## src/rtl/keypad_event_ctrl_if.sv

```systemverilog
// Event handshake between the keypad event controller (master) and its consumer (slave).
// The head of the event FIFO is presented with valid/ready flow control.
interface keypad_event_ctrl_if;
    logic       ev_valid;
    logic       ev_ready;
    logic [1:0] ev_type;
    logic [3:0] ev_code;

    modport master (output ev_valid, ev_type, ev_code, input ev_ready);
    modport slave  (input ev_valid, ev_type, ev_code, output ev_ready);
endinterface

```

## src/rtl/keypad_event_ctrl.sv

```systemverilog
// Turns per-column keypad scanner samples into PRESS / REPEAT / RELEASE events,
// confirming keys over whole scan frames and queueing events in a small FIFO.
module keypad_event_ctrl #(
    parameter int CONFIRM_FRAMES = 2,
    parameter int REPEAT_DELAY   = 16,
    parameter int REPEAT_RATE    = 4,
    parameter int FIFO_DEPTH     = 4
) (
    input  logic                         clk,
    input  logic                         reset,
    input  logic [1:0]                   col_idx,
    input  logic                         key_hit,
    input  logic [3:0]                   key_code,
    input  logic                         repeat_en,
    input  logic                         clr_ovf,
    keypad_event_ctrl_if.master          ev,
    output logic                         held,
    output logic [3:0]                   held_code,
    output logic [$clog2(FIFO_DEPTH):0]  fifo_count,
    output logic                         overflow
);

    localparam int AW = $clog2(FIFO_DEPTH);

    localparam logic [1:0] S_IDLE    = 2'd0;
    localparam logic [1:0] S_CONFIRM = 2'd1;
    localparam logic [1:0] S_HELD    = 2'd2;
    localparam logic [1:0] S_REPEAT  = 2'd3;

    localparam logic [1:0] EV_PRESS   = 2'b01;
    localparam logic [1:0] EV_REPEAT  = 2'b10;
    localparam logic [1:0] EV_RELEASE = 2'b11;

    localparam logic [7:0] CONFIRM_CNT = 8'(CONFIRM_FRAMES);
    localparam logic [7:0] DELAY_CNT   = 8'(REPEAT_DELAY);
    localparam logic [7:0] RATE_CNT    = 8'(REPEAT_RATE);
    localparam logic [AW:0] DEPTH_CNT  = (AW + 1)'(FIFO_DEPTH);

    // ---------------- frame boundary and accumulator ----------------
    logic [1:0] prev_col;
    logic       frame_end;
    logic       seen;
    logic       multi;
    logic [3:0] acc_code;

    assign frame_end = (prev_col == 2'd3) && (col_idx == 2'd0);

    // NOTE: sequential state uses non-blocking assignments so every register
    // samples the pre-edge values of the others, regardless of statement order.
    always_ff @(posedge clk) begin
        if (reset) begin
            prev_col <= 2'd3;
            seen     <= 1'b0;
            multi    <= 1'b0;
            acc_code <= 4'd0;
        end else begin
            prev_col <= col_idx;
            if (frame_end) begin
                // The boundary cycle's sample already belongs to the new frame.
                seen     <= key_hit;
                multi    <= 1'b0;
                acc_code <= key_code;
            end else if (key_hit) begin
                if (!seen) begin
                    seen     <= 1'b1;
                    acc_code <= key_code;
                end else if (key_code != acc_code) begin
                    multi <= 1'b1;
                end
            end
        end
    end

    logic res_none;
    logic res_single;

    assign res_none   = !seen;
    assign res_single = seen && !multi;

    // ---------------- key state machine ----------------
    logic [1:0] state, state_d;
    logic [3:0] cand, cand_d;
    logic [7:0] cnt, cnt_d, cnt_inc, rep_thr;
    logic       push;
    logic [1:0] push_type;

    assign cnt_inc = (cnt == 8'hff) ? cnt : cnt + 8'd1;
    assign rep_thr = (state == S_REPEAT) ? RATE_CNT : DELAY_CNT;

    // NOTE: every signal gets a default first so no path leaves it unassigned,
    // which would otherwise infer a latch.
    always_comb begin
        state_d   = state;
        cand_d    = cand;
        cnt_d     = cnt;
        push      = 1'b0;
        push_type = EV_PRESS;
        if (frame_end) begin
            case (state)
                S_IDLE: begin
                    if (res_single) begin
                        cand_d  = acc_code;
                        cnt_d   = 8'd1;
                        state_d = S_CONFIRM;
                    end
                end
                S_CONFIRM: begin
                    if (res_none) begin
                        state_d = S_IDLE;
                    end else if (res_single && acc_code == cand) begin
                        if (cnt_inc == CONFIRM_CNT) begin
                            push    = 1'b1;
                            cnt_d   = 8'd0;
                            state_d = S_HELD;
                        end else begin
                            cnt_d = cnt_inc;
                        end
                    end else if (res_single) begin
                        cand_d = acc_code;
                        cnt_d  = 8'd1;
                    end
                end
                S_HELD, S_REPEAT: begin
                    if (res_none) begin
                        push      = 1'b1;
                        push_type = EV_RELEASE;
                        state_d   = S_IDLE;
                    end else if (res_single && acc_code != cand) begin
                        push      = 1'b1;
                        push_type = EV_RELEASE;
                        cand_d    = acc_code;
                        cnt_d     = 8'd1;
                        state_d   = S_CONFIRM;
                    end else if (res_single) begin
                        if (state == S_REPEAT && !repeat_en) begin
                            cnt_d   = 8'd0;
                            state_d = S_HELD;
                        end else if (repeat_en && cnt_inc == rep_thr) begin
                            push      = 1'b1;
                            push_type = EV_REPEAT;
                            cnt_d     = 8'd0;
                            state_d   = S_REPEAT;
                        end else begin
                            cnt_d = cnt_inc;
                        end
                    end
                end
            endcase
        end
    end

    always_ff @(posedge clk) begin
        if (reset) begin
            state <= S_IDLE;
            cand  <= 4'd0;
            cnt   <= 8'd0;
        end else begin
            state <= state_d;
            cand  <= cand_d;
            cnt   <= cnt_d;
        end
    end

    assign held      = (state == S_HELD) || (state == S_REPEAT);
    assign held_code = cand;

    // ---------------- event FIFO ----------------
    logic [5:0]    mem [FIFO_DEPTH];
    logic [AW-1:0] wr_ptr, rd_ptr;
    logic          pop;
    logic          push_ok;

    assign pop     = ev.ev_valid && ev.ev_ready;
    assign push_ok = push && ((fifo_count < DEPTH_CNT) || pop);

    // NOTE: storage is not reset; reset empties the FIFO through its pointers
    // and count, and the head is masked while the FIFO is empty.
    always_ff @(posedge clk) begin
        if (push_ok) mem[wr_ptr] <= {push_type, cand};
    end

    always_ff @(posedge clk) begin
        if (reset) begin
            wr_ptr     <= '0;
            rd_ptr     <= '0;
            fifo_count <= '0;
            overflow   <= 1'b0;
        end else begin
            if (push_ok) wr_ptr <= wr_ptr + AW'(1);
            if (pop)     rd_ptr <= rd_ptr + AW'(1);
            case ({push_ok, pop})
                2'b10:   fifo_count <= fifo_count + 1'b1;
                2'b01:   fifo_count <= fifo_count - 1'b1;
                default: fifo_count <= fifo_count;
            endcase
            // A drop in the same cycle as a clear must stay visible.
            if (push && !push_ok) overflow <= 1'b1;
            else if (clr_ovf)     overflow <= 1'b0;
        end
    end

    assign ev.ev_valid = (fifo_count != '0);
    assign ev.ev_type  = ev.ev_valid ? mem[rd_ptr][5:4] : 2'b00;
    assign ev.ev_code  = ev.ev_valid ? mem[rd_ptr][3:0] : 4'd0;

endmodule

```

## src/flat_wrapper.sv

```systemverilog
// flat-port wrapper written by rule: the top's interface ports become plain ports
module keypad_event_ctrl_flat 
#(
    parameter int CONFIRM_FRAMES = 2,
    parameter int REPEAT_DELAY   = 16,
    parameter int REPEAT_RATE    = 4,
    parameter int FIFO_DEPTH     = 4
)
  (clk, reset, col_idx, key_hit, key_code, repeat_en, clr_ovf, held, held_code, fifo_count, overflow, ev_ev_valid, ev_ev_type, ev_ev_code, ev_ev_ready);
  keypad_event_ctrl_if ev_i ();
  input  logic clk;
  input  logic reset;
  input  logic [1:0] col_idx;
  input  logic key_hit;
  input  logic [3:0] key_code;
  input  logic repeat_en;
  input  logic clr_ovf;
  output logic held;
  output logic [3:0] held_code;
  output logic [$clog2(FIFO_DEPTH):0] fifo_count;
  output logic overflow;
  output wire logic [$bits(ev_i.ev_valid)-1:0] ev_ev_valid;
  output wire logic [$bits(ev_i.ev_type)-1:0] ev_ev_type;
  output wire logic [$bits(ev_i.ev_code)-1:0] ev_ev_code;
  input wire logic [$bits(ev_i.ev_ready)-1:0] ev_ev_ready;
  assign ev_ev_valid = ev_i.ev_valid;
  assign ev_ev_type = ev_i.ev_type;
  assign ev_ev_code = ev_i.ev_code;
  assign ev_i.ev_ready = ev_ev_ready;
  keypad_event_ctrl #(.CONFIRM_FRAMES(CONFIRM_FRAMES), .REPEAT_DELAY(REPEAT_DELAY), .REPEAT_RATE(REPEAT_RATE), .FIFO_DEPTH(FIFO_DEPTH)) u_core (.clk(clk), .reset(reset), .col_idx(col_idx), .key_hit(key_hit), .key_code(key_code), .repeat_en(repeat_en), .clr_ovf(clr_ovf), .ev(ev_i), .held(held), .held_code(held_code), .fifo_count(fifo_count), .overflow(overflow));
endmodule
```

## config.mk

```make
export PLATFORM = sky130hd
export DESIGN_NAME = keypad_event_ctrl_flat
export DESIGN_NICKNAME = d
export VERILOG_FILES = /design/src/rtl/keypad_event_ctrl_if.sv /design/src/rtl/keypad_event_ctrl.sv /design/src/flat_wrapper.sv
export SDC_FILE = /design/constraint.sdc
export NUM_CORES = 1
export LEC_CHECK = 0
export ABC_CLOCK_PERIOD_IN_PS = 3400
export BUFFER_PORTS_ARGS = -buffer_cell sky130_fd_sc_hd__buf_2
export CAP_MARGIN = 10
export CORE_MARGIN = 3
export CORE_UTILIZATION = 45
export DETAILED_ROUTE_END_ITERATION = 16
export PLACE_DENSITY = 0.6
export SLEW_MARGIN = 10
export SYNTH_ARGS = -nofsm -noshare
export SYNTH_HDL_FRONTEND = slang
export SYNTH_SLANG_ARGS = --single-unit
```

## constraint.sdc

```tcl
create_clock -name clk -period 3.4 [get_ports clk]
set_clock_uncertainty 0.2 [all_clocks]
set_input_delay 0.17 -clock clk [delete_from_list [all_inputs] [get_ports clk]]
set_output_delay 0.17 -clock clk [all_outputs]
set_load 0.005 [all_outputs]
```

==> results of run 1 <==
## repair_timing
item	CTS	global route
hold buffers	7	1
resized for setup	0	2
endpoints found under the setup margin	0	2
hold endpoints to repair	7	1
## flip-flops by register name, summed over array words and instances, names as in the netlist, named ones only
register / cells
u_core.mem: 24
u_core.wr_ptr: 2
u_core.fifo_count: 3
u_core.cnt: 8
u_core.rd_ptr: 2
u_core.acc_code: 4
u_core.prev_col: 2
u_core.held_code: 4
u_core.seen: 1
u_core.overflow: 1
u_core.state: 2
u_core.multi: 1
## worst max-delay path: cells and delay by family, from the launching register on
| family | cells | cell delay (ps) |
|---|---|---|
| AOI/OAI and AO/OA | 4 | 1080 |
| and+or+nand+nor | 3 | 680 |
| adders and majority gates | 3 | 640 |
| DFF | 1 | 330 |
| buffers and inverters | 1 | 70 |
| xor gates and xnor gates | 1 | 70 |
## path summary, 6_finish.rpt
kind / endpoint / depth (start not counted)
worst min-delay path: u_core.rd_ptr[0] / 4
worst min register to register: u_core.overflow / 1
worst max-delay path: u_core.fifo_count[2] / 12
worst max register to register: u_core.fifo_count[2] / 12
## through the flow
step,setup WS [ps],cell area (um^2)
2_1_floorplan,302,3040
3_3_place_gp,292,3270
3_5_place_dp,204,3270
4_1_cts,169,3450
5_1_grt,4.82,3470
6_report,276,3470
## cell type report
| class | count | share of cell area |
|---|---|---|
| Clock buffer | 6 | 0.0213 |
| Clock inverter | 2 | 0.0112 |
| Sequential cell | 56 | 0.392 |
| Inverter | 12 | 0.0130 |
| Timing Repair Buffer | 46 | 0.0859 |
| Multi-Input combinational cell | 214 | 0.448 |
| Tap cell | 77 | 0.0278 |
## cells in the final DEF (no fill, tap or decap), types with 3 or more instances in the layout
| master | count |
|---|---|
| xor2_1 | 4 |
| nand2_1 | 19 |
| and3_1 | 4 |
| buf_2 | 27 |
| clkbuf_8 | 5 |
| nand2b_1 | 4 |
| nor3_1 | 4 |
| and2b_2 | 4 |
| edfxtp_1 | 24 |
| inv_1 | 11 |
| nand3b_1 | 4 |
| dfxtp_1 | 32 |
| mux2i_1 | 11 |
| a31oi_1 | 7 |
| nand4_1 | 9 |
| or3_1 | 3 |
| or2_2 | 3 |
| a211oi_1 | 4 |
| nand3_1 | 5 |
| buf_4 | 11 |
| nor2_1 | 31 |
| ha_1 | 6 |
| o21ai_0 | 9 |
| dlygate4sd3_1 | 8 |
| o211ai_1 | 4 |
| a21oi_1 | 12 |
| mux4_2 | 6 |
| and2_1 | 11 |
| xnor2_1 | 9 |
## power by group through the flow
stage / Sequential [mW] / Clock (mW) / Combinational (mW)
2_1_floorplan: 0.723 / 0 / 0.0639
3_3_place_gp: 0.728 / 0 / 0.0932
3_5_place_dp: 0.728 / 0 / 0.0930
4_1_cts: 0.712 / 0.463 / 0.0997
5_1_grt: 0.714 / 0.491 / 0.113
6_report: 0.712 / 0.452 / 0.101
## per-layer routing
metal	GRT usage	routed length (um)
met1	0.255	3220
met4	0.0618	36
met2	0.285	3030
met3	0.0348	308
met5	0	0
## logic make-up (layout without fill, tap and decap cells)
logic type	count (synthesis)	after routing
adder cells (fa/ha/maj)	8	8
multiplexers	18	18
AND/OR/NAND/NOR	113	113
XOR/XNOR	13	13
AO/OA/AOI/OAI	62	62
buffers and inverters	28	66
flip-flops	56	56
==> results.yml, run 1 <==
synthesis:
  synth_top_area_share: 0.237
  syn-num-nets: 318
  synth_fa_ha_area_frac: 0.0354
  synth_xor_area_frac: 0.0375
  synth-edff-count: 24
  yosys.area_share.simple: 0.202
  synthMuxAreaShare: 0.0857
  synth_top_family_by_area: "simple AND/OR/NAND/NOR gates"
  ys_seq_area_frac: 0.448
  synthArstFlopShare: 0
  synthTopCellsByArea: "edfxtp_1 (24%), dfxtp_1 (21%), mux4_2 (4.4%)"
  synthTopCellsByCount: "dfxtp_1 (32), nor2_1 (31), edfxtp_1 (24)"
  synth.most_common_cell: "dfxtp_1"
  synth_flop_cell: "dfxtp_1"
  syn-cell-area_um2: 3040
  synth_area_per_cell_um2: 10.2
  synth_compound_area_frac: 0.149
  yosysUniqueCellTypes: 62
  ys_seq_elements: 56
  yosysWarnings: 0
  synthCells: 298
  yosys.area.top_type: "edfxtp_1"
final_layout:
  area_growth_pct: 14.2
  fin_util: 0.537
  layout.cells.non_filler: 413
  antenna_cells: 0
  regArea_um2: 1360
  fin_nets: 355
  drive_gt1_frac: 0.211
  multi_input_area_um2: 1560
  n_fill_cell: 596
pwr:
  pwr-share-comb: 0.080
  seq_power_share: 0.563
  p_total_mw: 1.27
  pwr-share-clk: 0.357
  power.internal_mw: 0.973
  leakage_nw: 1.32
  power_density_nw_per_um2: 365
  power.switching_mw: 0.292
  swShare: 0.231
  peakVddDrop_mv: 0.189
setup_path:
  crit_fanout: 9
  cp-end-kind: "flip-flop"
  cp-start-kind: "flip-flop"
  crit_arrival_ps: 3160
  cpPeakStageDelay_ps: 420
  worstSetupPathType: "reg -> reg"
  crit_start: "u_core.cnt[0]"
  regToRegSetupSlack_ps: 280
  path_cells: "ha_2 > and3_2 > a21o_1 > a221oi_4 > nand3_4 > o211a_4 > ha_1 > inv_1 > fa_1 > xor2_1 > or3_1 > a21oi_1"
  critPathRequiredTime_ps: 3430
  cp_slowest_cell: "a221oi_4"
  reg2reg_from: "u_core.cnt[0]"
global_route:
  grt_first_pass_wirelength_um: 11000
  grt.total_usage: 0.183
  grt_antenna_before_repair: 0
  grt_max_degree: 30
  grt_overflow: 0
  grt_pass1_vias: 2303
timing:
  min_period_over_period: 0.919
  final_max_slew_viol_count: 0
  fin_setup_tns_ps: 0
  final_hold_viol_count: 0
  rsz0062_at_grt: "false"
  max_freq_ghz: 0.320
  finalSetupViolCount: 0
  fin_crit_ps: 3120
  hold-worst-slack_ps: 137
  slew_headroom: 0.572
  worst_slew_pin_slew_ps: 637
outcome:
  status: "finished clean"
clocking:
  cts_tree: "built"
  clkTransAtPathRegs_ps: 110
  cts.sinks: 56
  h-tree-depth: 2
  numCtsBuffers: 5
  clock-root-buffer: "clkbuf_8"
  worstSkewPairLatency_ps: 310
  cts_buffer_depth: 2
  cts_setup_buffers: 0
floorplanning:
  dieWidth_um: 88.2
  core_area_um2: 6460
  start_util: 0.470
  die_h_um: 88.2
  num_io_pins: 28
  rows: 29
  fp.dieArea_um2: 7770
detailed_routing:
  dr.pass1.iters: 4
  via_per_inst: 5.73
  via_count: 2365
  drc_errors: 0
  wl_um: 6600
  ant_nets: 0
  drtIter0Drc: 85
  routedWlPerCell_um: 16.0
run:
  cap_violations: 0
placement:
  gp_congestion: 0.833
  place_hpwl_um: 4690
  post-place-cells: 397
  port_buffers: 27
hold_path:
  worstHoldStart: "ev_ev_ready"
  min_path_type: "in -> reg"
No activity file was read; power rests on OpenSTA's default activity.
==> inputs of run 2 (changes only) <==
--- a/config.mk
+++ b/config.mk
@@ -8,10 +8,12 @@
 export ABC_CLOCK_PERIOD_IN_PS = 3400
 export BUFFER_PORTS_ARGS = -buffer_cell sky130_fd_sc_hd__buf_2
 export CAP_MARGIN = 10
+export CELL_PAD_IN_SITES_DETAIL_PLACEMENT = 1
+export CELL_PAD_IN_SITES_GLOBAL_PLACEMENT = 2
 export CORE_MARGIN = 3
-export CORE_UTILIZATION = 45
+export CORE_UTILIZATION = 38
 export DETAILED_ROUTE_END_ITERATION = 16
-export PLACE_DENSITY = 0.6
+export PLACE_DENSITY = 0.76
 export SLEW_MARGIN = 10
 export SYNTH_ARGS = -nofsm -noshare
 export SYNTH_HDL_FRONTEND = slang
==> run 2 against run 1 <==
Cell count grew 6.3%. Clock power down 11%. Sequential power is essentially flat. Flip-flop and latch count stayed put. Core utilization shrank 6.7 points. Largest cell class unchanged. Largest power group unchanged.
==> results.yml, run 2 (synthesis results as in run 1) <==
outcome:
  status: "finished clean"
timing:
  max_freq_ghz: 0.314
  fin_setup_tns_ps: 0
  min_period_over_period: 0.935
  slew_headroom: 0.532
  final_max_slew_viol_count: 0
  hold-worst-slack_ps: 123
  fin_crit_ps: 3180
  worst_slew_pin_slew_ps: 697
  final_hold_viol_count: 0
  finalSetupViolCount: 0
floorplanning:
  num_io_pins: 28
  core_area_um2: 7490
  fp.dieArea_um2: 9100
  start_util: 0.406
  rows: 31
  die_h_um: 95.4
  dieWidth_um: 95.4
hold_path:
  min_path_type: "in -> reg"
setup_path:
  reg2reg_from: "u_core.cnt[4]"
  crit_arrival_ps: 3230
  cp-start-kind: "flip-flop"
  cp_slowest_cell: "dfxtp_1"
  path_delay_family: "simple AND/OR/NAND/NOR gates"
  cp-end-kind: "flip-flop"
  r2r-end: "u_core.fifo_count[2]"
  endpoint: "u_core.fifo_count[2]"
  cp.depth: 11
  r2r_cells: 11
  path_common_cell: "nand4_1"
  critPathRequiredTime_ps: 3450
  path_cells: "nand4_1 > and3_1 > o211a_1 > nand4_1 > o211a_4 > ha_1 > inv_1 > fa_1 > xor2_1 > or3_1 > a21oi_1"
  crit_fanout: 11
  cpPeakStageDelay_ps: 570
  worstSetupPathType: "reg -> reg"
  crit_start: "u_core.cnt[4]"
  cp_num_buf_inv: 1
  regToRegSetupSlack_ps: 220
run:
  cap_violations: 0
detailed_routing:
  dr.pass1.iters: 4
  ant_nets: 0
  wl_um: 7710
  via_count: 2389
  drc_errors: 0
  routedWlPerCell_um: 17.6
  via_per_inst: 5.44
  drtIter0Drc: 118
final_layout:
  antenna_cells: 0
  fin_nets: 359
  largest_register_ffs: 24
  regMostFlops: "u_core.mem"
  area_growth_pct: 15.7
  final_cell_mix: "dfxtp_1 (32), nor2_1 (31), buf_2 (27)"
  drive_gt1_frac: 0.221
  multi_input_area_um2: 1560
  n_fill_cell: 858
  reg.largest.list: "u_core.mem (24), u_core.cnt (8)"
  regArea_um2: 1360
  final_common_cell: "dfxtp_1"
  fin_area_um2: 3520
clocking:
  numCtsBuffers: 5
  cts_tree: "built"
  cts_buffer_depth: 2
  clkTransAtPathRegs_ps: 110
  h-tree-depth: 2
  cts.sinks: 56
  clock-root-buffer: "clkbuf_8"
  worstSkewPairLatency_ps: 310
pwr:
  leakage_nw: 1.33
  p_total_mw: 1.22
  peakVddDrop_mv: 0.143
  power_density_nw_per_um2: 346
placement:
  place_hpwl_um: 5720
  gp_congestion: 0.837
  port_buffers: 27
  placed_cell_area_um2: 3320
global_route:
  grt_pass1_vias: 2362
  grt.total_usage: 0.179
  grt_overflow: 0
  grt_antenna_before_repair: 0
  grt_max_degree: 29
  grt_first_pass_wirelength_um: 12500
run 2: area by class of cell:
type | instances | share of cell area
clock inverter | 3 | 0.00961
inverter | 12 | 0.0128
timing repair buffer | 50 | 0.0932
sequential | 56 | 0.387
tap | 99 | 0.0352
multi-input combinational | 214 | 0.442
clock buffer | 5 | 0.0196
run 2: worst min-delay path by stage:
stage	startpoint	endpoint	cells past startpoint
finish	reset	u_core.seen	3
global route	reset	u_core.seen	3
global placement	col_idx[1]	u_core.prev_col[1]	2
floorplan	col_idx[0]	u_core.prev_col[0]	1
CTS	reset	u_core.seen	3
detailed placement	col_idx[0]	u_core.prev_col[0]	2
run 2: per-stage QoR:
step / std cells / utilization / setup slack (ps)
finish: 439 / 0.470 / 220
detailed placement: 422 / 0.443 / 179
floorplan: 298 / - / 302
CTS: 438 / 0.468 / 150
global placement: 422 / 0.443 / 298
global route: 439 / 0.470 / -5.79
run 2: worst min-delay path, cell delays in order:
cell and delay (ps):
buf_2 110, clkinv_1 180, o21a_1 150
run 2: metal layers:
layer	routed length [um]	global-route usage	vias to the layer above
li1	-	-	1184
met3	356	0.0300	2
met5	0	0	-
met1	3700	0.252	1152
met4	31	0.0344	0
met2	3620	0.294	51
run 2: what timing repair did:
action / CTS / global route
resized for setup: 0 / 2
hold buffers: 8 / 0
endpoints found under the hold margin: 9 / 0
setup endpoints to repair: 0 / 1
setup buffers: 0 / 1
run 2: power by group:
part           leakage [nW]  switching (mW)  internal (mW)
combinational         0.791          0.0570         0.0459
sequential            0.489          0.0102          0.703
clock                0.0515           0.245          0.156
total                  1.33           0.312          0.904
==> inputs of run 3 (changes only) <==
--- a/config.mk
+++ b/config.mk
@@ -10,6 +10,7 @@
 export CAP_MARGIN = 10
 export CELL_PAD_IN_SITES_DETAIL_PLACEMENT = 1
 export CELL_PAD_IN_SITES_GLOBAL_PLACEMENT = 2
+export CORE_ASPECT_RATIO = 0.7
 export CORE_MARGIN = 3
 export CORE_UTILIZATION = 38
 export DETAILED_ROUTE_END_ITERATION = 16
==> run 3 against run 2 <==
Non-clock buffer count decreased by 1. Register-to-register slack got worse by 80 ps. Core utilization grew 0.42 points. Clock-buffer cell count did not move. Worst hold slack worse by 110 ps.
==> results.yml, run 3 (synthesis results as in run 1) <==
setup_path:
  path_common_cell: "ha_1"
  cp-start-kind: "flip-flop"
  path_cells: "ha_1 > and3_2 > a21o_1 > a221oi_4 > nand3_4 > o211a_4 > ha_1 > inv_1 > fa_1 > xor2_1 > or3_1 > a21oi_1"
  cp-end-kind: "flip-flop"
  regToRegSetupSlack_ps: 140
  crit_arrival_ps: 3290
  worstSetupPathType: "reg -> reg"
  cp_num_buf_inv: 1
  path_delay_family: "compound AO/OA/AOI/OAI gates"
  critPathRequiredTime_ps: 3430
  cp_slowest_cell: "a221oi_4"
  cpPeakStageDelay_ps: 420
  crit_fanout: 10
clocking:
  h-tree-depth: 2
  cts_buffer_depth: 2
  cts_tree: "built"
  numCtsBuffers: 5
  clkTransAtPathRegs_ps: 80
  cts.sinks: 56
  clock-root-buffer: "clkbuf_16"
  worstSkewPairLatency_ps: 300
floorplanning:
  dieWidth_um: 113
  die_h_um: 80.8
  rows: 26
  fp.dieArea_um2: 9120
  start_util: 0.404
  num_io_pins: 28
  core_area_um2: 7510
detailed_routing:
  met1_length_um: 4490
  drtIter0Drc: 224
  drc_errors: 0
  ant_nets: 0
  dr_wl_met3_um: 560
  wl_met2_um: 3410
  highest-signal-layer: "met4"
  via_count: 2508
  via_per_inst: 5.74
  routedWlPerCell_um: 19.5
  wl_um: 8530
  dr.pass1.iters: 4
global_route:
  grt_max_degree: 30
  grt.total_usage: 0.198
  grt_pass1_vias: 2441
  grt_first_pass_wirelength_um: 14000
  grt_antenna_before_repair: 0
  grt_overflow: 0
timing:
  final_hold_viol_count: 0
  min_period_over_period: 0.960
  finalSetupViolCount: 0
  final_max_slew_viol_count: 0
  setup_ws_ps: 138
  rsz0062_at_grt: "false"
  max_freq_ghz: 0.307
  fin_setup_tns_ps: 0
  worst_slew_pin_slew_ps: 743
  slew_headroom: 0.501
  fin_crit_ps: 3260
pwr:
  power_density_nw_per_um2: 386
  peakVddDrop_mv: 0.205
  p_total_mw: 1.37
  leakage_nw: 1.36
placement:
  dp_slack_ps: 35.2
  port_buffers: 27
  gp_congestion: 0.880
  place_hpwl_um: 6480
final_layout:
  fin_util: 0.474
  reg.largest.list: "u_core.mem (24), u_core.cnt (8)"
  final_common_cell: "nor2_1"
  largest_register_ffs: 24
  fin_nets: 358
  final_cell_mix: "nor2_1 (31), dfxtp_1 (28), buf_2 (27)"
  multi_input_area_um2: 1550
  area_growth_pct: 17.2
  regArea_um2: 1370
  drive_gt1_frac: 0.227
  regMostFlops: "u_core.mem"
  n_fill_cell: 835
  antenna_cells: 0
run:
  cap_violations: 0
outcome:
  status: "finished clean"
hold_path:
  min_path_type: "in -> reg"
## run 3: worst min-delay path, stage by stage
cell	delay [ps]
buf_2	70
nor2_1	40
a32o_1	190
## run 3: final cells by class
cell class              count  area share
clock buffers               5      0.0351
inverters                  12      0.0126
flip-flops and latches     56       0.384
well taps                  98      0.0344
multi-input cells         214       0.435
repair buffers             49      0.0892
clock inverters             3     0.00949
## run 3: final timing paths
kind,to,cells past startpoint,from
setup / recovery,u_core.fifo_count[2],12,u_core.cnt[1]
hold / removal,u_core.overflow,3,clr_ovf
setup reg to reg,u_core.fifo_count[2],12,u_core.cnt[1]
hold reg to reg,u_core.overflow,1,u_core.overflow
## run 3: through the flow
stage               hold WS [ps]  cells  cell area (um^2)
CTS                         9.45    435              3540
global placement             193    420              3310
detailed placement           201    420              3310
global route                42.0    437              3560
finish                      14.7    437              3560
floorplan                   76.6    298              3040
## run 3: timing repair
item,CTS,global route
endpoints found under the hold margin,7,0
resized for setup,0,5
buffers inserted,0,2
hold buffers,7,0
endpoints found under the setup margin,0,2
## run 3: report_power, final
part           leakage (nW)  internal, mW  switching (mW)
Clock                0.0772         0.285           0.274
Combinational         0.789        0.0440          0.0579
Sequential            0.491         0.701          0.0110
## run 3: per-layer routing
layer,global-route usage,vias up
li1,-,1175
met1,0.310,1259
met2,0.283,64
met3,0.0387,10
met4,0.0312,0
met5,0,-
